`src/rtl/tcm_boot_loader.sv`:
```
// Boot loader: packs a little-endian host byte stream into 32-bit words, writes them to TCM
// over the mem_d port, reads them back, and releases the core only when the checksums agree.
module tcm_boot_loader #(
  parameter int               TAG_W  = 11,
  parameter int               LEN_W  = 16,
  parameter logic [TAG_W-1:0] TAG_ID = 11'h7FF
) (
  input  logic              clk_i,
  input  logic              rst_i,
  input  logic              start_i,
  input  logic [31:0]       base_addr_i,
  input  logic [LEN_W-1:0]  length_i,
  input  logic              byte_valid_i,
  input  logic [7:0]        byte_data_i,
  output logic              byte_ready_o,
  output logic [31:0]       mem_d_addr_o,
  output logic [31:0]       mem_d_data_wr_o,
  output logic              mem_d_rd_o,
  output logic [3:0]        mem_d_wr_o,
  output logic              mem_d_cacheable_o,
  output logic [TAG_W-1:0]  mem_d_req_tag_o,
  output logic              mem_d_invalidate_o,
  output logic              mem_d_writeback_o,
  output logic              mem_d_flush_o,
  input  logic [31:0]       mem_d_data_rd_i,
  input  logic              mem_d_accept_i,
  input  logic              mem_d_ack_i,
  input  logic              mem_d_error_i,
  input  logic [TAG_W-1:0]  mem_d_resp_tag_i,
  output logic              busy_o,
  output logic              done_o,
  output logic              fail_o,
  output logic              core_rst_o,
  output logic [3:0]        dbg_state_o
);

  // Handshakes: a stream byte moves on a posedge where byte_valid_i && byte_ready_o; a mem_d
  // request is held unchanged until the posedge where mem_d_accept_i=1; a response is the
  // posedge where mem_d_ack_i=1 with a matching tag (may coincide with the accept edge).
  typedef enum logic [3:0] {
    S_IDLE    = 4'd0,
    S_COLLECT = 4'd1,
    S_WR_REQ  = 4'd2,
    S_WR_WAIT = 4'd3,
    S_RD_REQ  = 4'd4,
    S_RD_WAIT = 4'd5,
    S_CHECK   = 4'd6,
    S_DONE    = 4'd7,
    S_FAIL    = 4'd8
  } state_e;

  state_e             state_q, state_d;
  logic [31:0]        base_q, base_d;
  logic [31:0]        addr_q, addr_d;
  logic [LEN_W-1:0]   len_q, len_d;
  logic [LEN_W-1:0]   rem_q, rem_d;
  logic [1:0]         byte_idx_q, byte_idx_d;
  logic [31:0]        word_q, word_d;
  logic [31:0]        wsum_q, wsum_d;
  logic [31:0]        rsum_q, rsum_d;

  logic               byte_ready_q, byte_ready_d;
  logic [31:0]        mem_addr_q, mem_addr_d;
  logic [31:0]        mem_data_q, mem_data_d;
  logic               mem_rd_q, mem_rd_d;
  logic [3:0]         mem_wr_q, mem_wr_d;
  logic               busy_q, busy_d;
  logic               done_q, done_d;
  logic               fail_q, fail_d;
  logic               core_rst_q, core_rst_d;

  logic               ack_ok;
  logic               byte_fire;
  logic               wr_ack;
  logic               rd_ack;
  logic               unused_addr_lsb;

  assign unused_addr_lsb = ^base_addr_i[1:0];

  always_comb begin
    state_d    = state_q;
    base_d     = base_q;
    addr_d     = addr_q;
    len_d      = len_q;
    rem_d      = rem_q;
    byte_idx_d = byte_idx_q;
    word_d     = word_q;
    wsum_d     = wsum_q;
    rsum_d     = rsum_q;

    ack_ok    = mem_d_ack_i && (mem_d_resp_tag_i == TAG_ID);
    byte_fire = byte_valid_i && byte_ready_q;
    // An ack landing on the accept edge completes the transaction without visiting *_WAIT.
    wr_ack = ack_ok && ((state_q == S_WR_WAIT) || ((state_q == S_WR_REQ) && mem_d_accept_i));
    rd_ack = ack_ok && ((state_q == S_RD_WAIT) || ((state_q == S_RD_REQ) && mem_d_accept_i));

    case (state_q)
      S_IDLE, S_DONE, S_FAIL: begin
        if (start_i) begin
          base_d     = {base_addr_i[31:2], 2'b00};
          addr_d     = {base_addr_i[31:2], 2'b00};
          len_d      = length_i;
          rem_d      = length_i;
          byte_idx_d = 2'd0;
          word_d     = 32'h0;
          wsum_d     = 32'h0;
          rsum_d     = 32'h0;
          state_d    = (length_i == '0) ? S_DONE : S_COLLECT;
        end
      end
      S_COLLECT: begin
        if (byte_fire) begin
          case (byte_idx_q)
            2'd0:    word_d[7:0]   = byte_data_i;
            2'd1:    word_d[15:8]  = byte_data_i;
            2'd2:    word_d[23:16] = byte_data_i;
            default: word_d[31:24] = byte_data_i;
          endcase
          byte_idx_d = byte_idx_q + 2'd1;
          if (byte_idx_q == 2'd3) begin
            wsum_d  = wsum_q + {byte_data_i, word_q[23:0]};
            state_d = S_WR_REQ;
          end
        end
      end
      S_WR_REQ: begin
        if (mem_d_accept_i) state_d = S_WR_WAIT;
      end
      S_RD_REQ: begin
        if (mem_d_accept_i) state_d = S_RD_WAIT;
      end
      S_CHECK: begin
        state_d = (rsum_q == wsum_q) ? S_DONE : S_FAIL;
      end
      default: begin
      end
    endcase

    if (wr_ack || rd_ack) begin
      if (mem_d_error_i) begin
        state_d = S_FAIL;
      end else begin
        addr_d = addr_q + 32'd4;
        rem_d  = rem_q - LEN_W'(1);
        if (rd_ack) rsum_d = rsum_q + mem_d_data_rd_i;
        if (rem_q == LEN_W'(1)) begin
          addr_d  = base_q;
          rem_d   = len_q;
          state_d = wr_ack ? S_RD_REQ : S_CHECK;
        end else begin
          state_d = wr_ack ? S_COLLECT : S_RD_REQ;
        end
      end
    end

    // Outputs are registered from the next state so they change on the same edge as the FSM.
    byte_ready_d = (state_d == S_COLLECT);
    mem_addr_d   = ((state_d == S_WR_REQ) || (state_d == S_RD_REQ)) ? addr_d : 32'h0;
    mem_data_d   = (state_d == S_WR_REQ) ? word_d : 32'h0;
    mem_wr_d     = (state_d == S_WR_REQ) ? 4'hF : 4'h0;
    mem_rd_d     = (state_d == S_RD_REQ);
    busy_d       = !((state_d == S_IDLE) || (state_d == S_DONE) || (state_d == S_FAIL));
    done_d       = (state_d == S_DONE);
    fail_d       = (state_d == S_FAIL);
    core_rst_d   = (state_d != S_DONE);
  end

  always_ff @(posedge clk_i or posedge rst_i) begin
    if (rst_i) begin
      state_q      <= S_IDLE;
      base_q       <= 32'h0;
      addr_q       <= 32'h0;
      len_q        <= '0;
      rem_q        <= '0;
      byte_idx_q   <= 2'd0;
      word_q       <= 32'h0;
      wsum_q       <= 32'h0;
      rsum_q       <= 32'h0;
      byte_ready_q <= 1'b0;
      mem_addr_q   <= 32'h0;
      mem_data_q   <= 32'h0;
      mem_rd_q     <= 1'b0;
      mem_wr_q     <= 4'h0;
      busy_q       <= 1'b0;
      done_q       <= 1'b0;
      fail_q       <= 1'b0;
      core_rst_q   <= 1'b1;
    end else begin
      state_q      <= state_d;
      base_q       <= base_d;
      addr_q       <= addr_d;
      len_q        <= len_d;
      rem_q        <= rem_d;
      byte_idx_q   <= byte_idx_d;
      word_q       <= word_d;
      wsum_q       <= wsum_d;
      rsum_q       <= rsum_d;
      byte_ready_q <= byte_ready_d;
      mem_addr_q   <= mem_addr_d;
      mem_data_q   <= mem_data_d;
      mem_rd_q     <= mem_rd_d;
      mem_wr_q     <= mem_wr_d;
      busy_q       <= busy_d;
      done_q       <= done_d;
      fail_q       <= fail_d;
      core_rst_q   <= core_rst_d;
    end
  end

  assign byte_ready_o       = byte_ready_q;
  assign mem_d_addr_o       = mem_addr_q;
  assign mem_d_data_wr_o    = mem_data_q;
  assign mem_d_rd_o         = mem_rd_q;
  assign mem_d_wr_o         = mem_wr_q;
  assign mem_d_cacheable_o  = 1'b0;
  assign mem_d_req_tag_o    = TAG_ID;
  assign mem_d_invalidate_o = 1'b0;
  assign mem_d_writeback_o  = 1'b0;
  assign mem_d_flush_o      = 1'b0;
  assign busy_o             = busy_q;
  assign done_o             = done_q;
  assign fail_o             = fail_q;
  assign core_rst_o         = core_rst_q;
  assign dbg_state_o        = state_q;

endmodule

```
`config.mk`:
```
export PLATFORM = sky130hd
export DESIGN_NAME = tcm_boot_loader
export DESIGN_NICKNAME = d
export VERILOG_FILES = /design/src/rtl/tcm_boot_loader.sv
export SDC_FILE = /design/constraint.sdc
export NUM_CORES = 1
export LEC_CHECK = 0
export CELL_PAD_IN_SITES_DETAIL_PLACEMENT = 2
export CELL_PAD_IN_SITES_GLOBAL_PLACEMENT = 2
export CORE_MARGIN = 4
export CORE_UTILIZATION = 31
export DETAILED_ROUTE_END_ITERATION = 6
export GPL_ROUTABILITY_DRIVEN = 0
export GPL_TIMING_DRIVEN = 0
export HOLD_SLACK_MARGIN = 0.1
export PLACE_DENSITY = 0.77
export RECOVER_POWER = 25
export SLEW_MARGIN = 20
export SYNTH_ARGS = -nofsm -noshare
export SYNTH_HDL_FRONTEND = slang
export SYNTH_SLANG_ARGS = --single-unit
```
`constraint.sdc`:
```
create_clock -name clk_i -period 8.4 [get_ports clk_i]
set_input_delay 0.84 -clock clk_i [delete_from_list [all_inputs] [get_ports clk_i]]
set_output_delay 0.84 -clock clk_i [all_outputs]
set_load 0.02 [all_outputs]
```
==> flow_metrics.py <==
metrics = {
    "sta": {
        "setup_violations": 0,
        "period_needed_ns": 3.80,
        "period_share_pct": 45.3,
        "drv_slew": 0,
        "rsz0062_at_grt": "no",
        "fmax_ghz": 0.263,
        "finalWorstSetupSlack_ns": 4.60,
        "worst_pin_slew_ns": 1.48,
        "fin_setup_tns_ns": 0,
        "skew_ns": 0.0293,
        "hold_viol": 0,
        "max-slew-margin-rel_pct": 0.881,
    },
    "drt": {
        "drt-met1-wl_mm": 24.5,
        "avgRoutedWirePerCell_um": 22.3,
        "drt_iter0_drc": 612,
        "dr.max_layer_used": "met4",
        "dr_wl_met3_mm": 1.70,
        "viasPerCell": 5.30,
        "routed_wl_mm": 57.1,
        "dr_wl_met2_mm": 29.7,
        "drtAntennaViolNets": 0,
        "firstDrtPassIters": 5,
        "vias": 13500,
        "drcViolationCount": 0,
    },
    "power_and_ir_drop": {
        "max-vdd-ir-drop_uv": 102,
        "p_leak_nw": 8.89,
        "totalPowerFinal_mw": 4.49,
        "p_per_area_nw_per_um2": 239,
    },
    "floorplanning": {
        "fp.dieArea_sq_um": 52100,
        "rows": 80,
        "num_io_pins": 199,
        "die_width_um": 228,
        "core_area_sq_um": 47800,
        "fp.dieH_um": 228,
        "initial_core_util_pct": 31.4,
    },
    "logic_synthesis": {
        "syn-instance-count": 1684,
        "ys_seq_area_share_pct": 44.5,
        "synth_top_area_share_pct": 44.3,
        "synth_warnings": 0,
        "synthArstFlopShare_pct": 100,
        "syn-cell-area_sq_um": 15000,
        "ys_types": 70,
        "synth_area_leaders": "dfrtp_1 (44%), nand2_1 (8.1%), ha_1 (5.7%), xor2_1 (4.3%), o21ai_0 (3.7%)",
        "avgSynthCellArea_sq_um": 8.92,
        "synth_edf_count": 0,
        "synth_area_leader_cell": "dfrtp_1",
        "synth_ff_type": "dfrtp_1",
        "ys_seq_elements": 267,
    },
    "critical_path": {
        "worstSetupPathType": "in2reg",
        "cp-end-kind": "flip-flop",
        "required_ns": 8.85,
        "worstSetupStartpointType": "input port",
        "cp_max_fo": 10,
        "arrival_ns": 4.25,
    },
    "global_routing": {
        "grt_pass1_vias": 15300,
        "track_usage_pct": 21.5,
        "overflow": 0,
        "grt_max_degree": 90,
        "grt_pass1_wl_mm": 89.9,
        "antenna_found_initial": 0,
    },
    "status": {
        "status": "finished with violations",
        "violations": "max-capacitance violations",
    },
    "clock_network": {
        "postCtsSetupRepairBufs": 0,
        "postCtsResizedCells": 0,
        "clk_pin_slew_ns": 0.06,
        "cts_made_buffers": 34,
        "ctsHoldBuffers": 0,
        "cts.htree.levels": 2,
        "clk_latency_ns": 0.56,
        "cts_root_buf": "clkbuf_16",
        "clock_path_buffers": 3,
        "cts.sinks": 267,
        "tritoncts": "done",
    },
    "layout": {
        "fillers": 5317,
        "area_growth_pct": 25.3,
        "nets": 2094,
        "design_area_sq_um": 18800,
        "antenna_cells": 0,
        "drive_gt1_share_pct": 6.80,
    },
    "min_path": {
        "hold_class": "reg2reg",
    },
    "placement": {
        "io_buffers": 181,
        "hpwlAfterDp_mm": 42.2,
        "place_area_sq_um": 17700,
        "dp_slack_ns": 3.91,
    },
    "flow_run": {
        "cap_violations": 1,
    },
}
-- state kept, by name, indices dropped and copies added (netlist names) --
name / flops
fail_o: 1
rsum_q: 32
busy_o: 1
mem_d_data_wr_o: 32
byte_idx_q: 2
dbg_state_o: 4
mem_d_rd_o: 1
addr_q: 32
mem_d_addr_o: 32
len_q: 16
base_q: 30
wsum_q: 32
rem_q: 16
mem_d_wr_o: 1
byte_ready_o: 1
done_o: 1
word_q: 32
core_rst_o: 1
-- layout by cell type, fill, tap and decap left out, types with 35 or more instances in the layout --
cell             instances
clkbuf_16               35
clkdlybuf4s50_1        180
a31oi_1                 35
nor2_1                  80
ha_1                    69
and3_1                  37
o21ai_0                112
xnor2_1                 46
nand3_1                103
a21oi_1                 95
dfrtp_1                266
xor2_1                  73
clkbuf_1                77
nand2_1                324
-- report_power, final --
group / total (mW) / internal [mW] / leakage (nW) / switching, mW
combinational: 1.26 / 0.478 / 4.77 / 0.785
sequential: 1.76 / 1.53 / 3.59 / 0.234
clock: 1.47 / 0.853 / 0.537 / 0.612
total: 4.49 / 2.86 / 8.89 / 1.63
-- layer usage --
metal / vias up / track usage (%)
met4: 0 / 5.45
met3: 66 / 3.23
met5: - / 0
li1: 6325 / -
met2: 216 / 40.2
met1: 6939 / 25.9
-- synth_stat cells, drive strengths merged, types with 8 or more instances --
master  instances
xnor2          46
or3             8
nand2         326
and3           37
or2            11
nor4           18
nor3           24
a211oi         16
a31oi          35
a21boi         18
xor2           74
and2            9
ha             69
o211ai         19
o21ai         114
nor2           82
nand3         103
buf            30
a21o           23
clkbuf         68
a21oi         115
nor2b          25
dfrtp         266
inv            31
o21bai          8
nand2b          9
o31ai          13
nand4          17
-- kinds of logic (layout without fill, tap and decap cells) --
kind of cell	count (synthesis)	in the layout	synth area share [%]
fa+ha+maj	71	71	6.01
simple gates	693	693	21.6
compound gates	397	397	16.6
mux	5	5	0.350
xor+xnor	120	120	7.05
other cells	2	15	0.0500
flops	267	267	44.5
buf+inv	129	372	3.87
-- through the flow --
stage,std cells,hold slack [ns],utilization (%)
after global routing,2555,0.508,39.3
after floorplan,1697,0.438,-
after CTS,2555,0.479,39.3
final,2555,0.471,39.3
after global placement,2493,0.452,36.9
after detailed placement,2496,0.463,37.1
-- cell type report --
cell class / count / area, sq um / share of cell area [%]
tap: 615 / 769 / 4.09
clock buffer: 50 / 992 / 5.27
multi-input combinational: 1301 / 7810 / 41.5
sequential: 267 / 6680 / 35.5
buffer: 98 / 465 / 2.47
clock inverter: 9 / 88.8 / 0.472
timing repair buffer: 184 / 1890 / 10.1
inverter: 31 / 118 / 0.625
-- critical path, cell delays in order --
cell and delay, ns:
clkdlybuf4s50_1 0.62, o211ai_1 0.14, or4_1 0.67, nor2_2 0.32
and2_1 0.19, buf_2 0.16, a31o_2 0.15, inv_1 0.06
a211oi_2 0.25, buf_4 0.24, nand3b_4 0.20, buf_6 0.22
a21oi_1 0.17
-- worst paths after layout --
check,slack (ns),start,depth (start not counted),end
hold reg to reg,0.47,base_q[30],2,base_q[30]
min in group asynchronous,1.09,rst_i,2,done_o
setup reg to reg,4.62,wsum_q[23],10,mem_d_addr_o[28]
max in group asynchronous,5.89,rst_i,4,addr_q[15]
setup / recovery,4.60,mem_d_accept_i,13,mem_d_data_wr_o[22]
hold / removal,0.47,base_q[30],2,base_q[30]
Note: power is estimated with default switching activity, not from simulation.
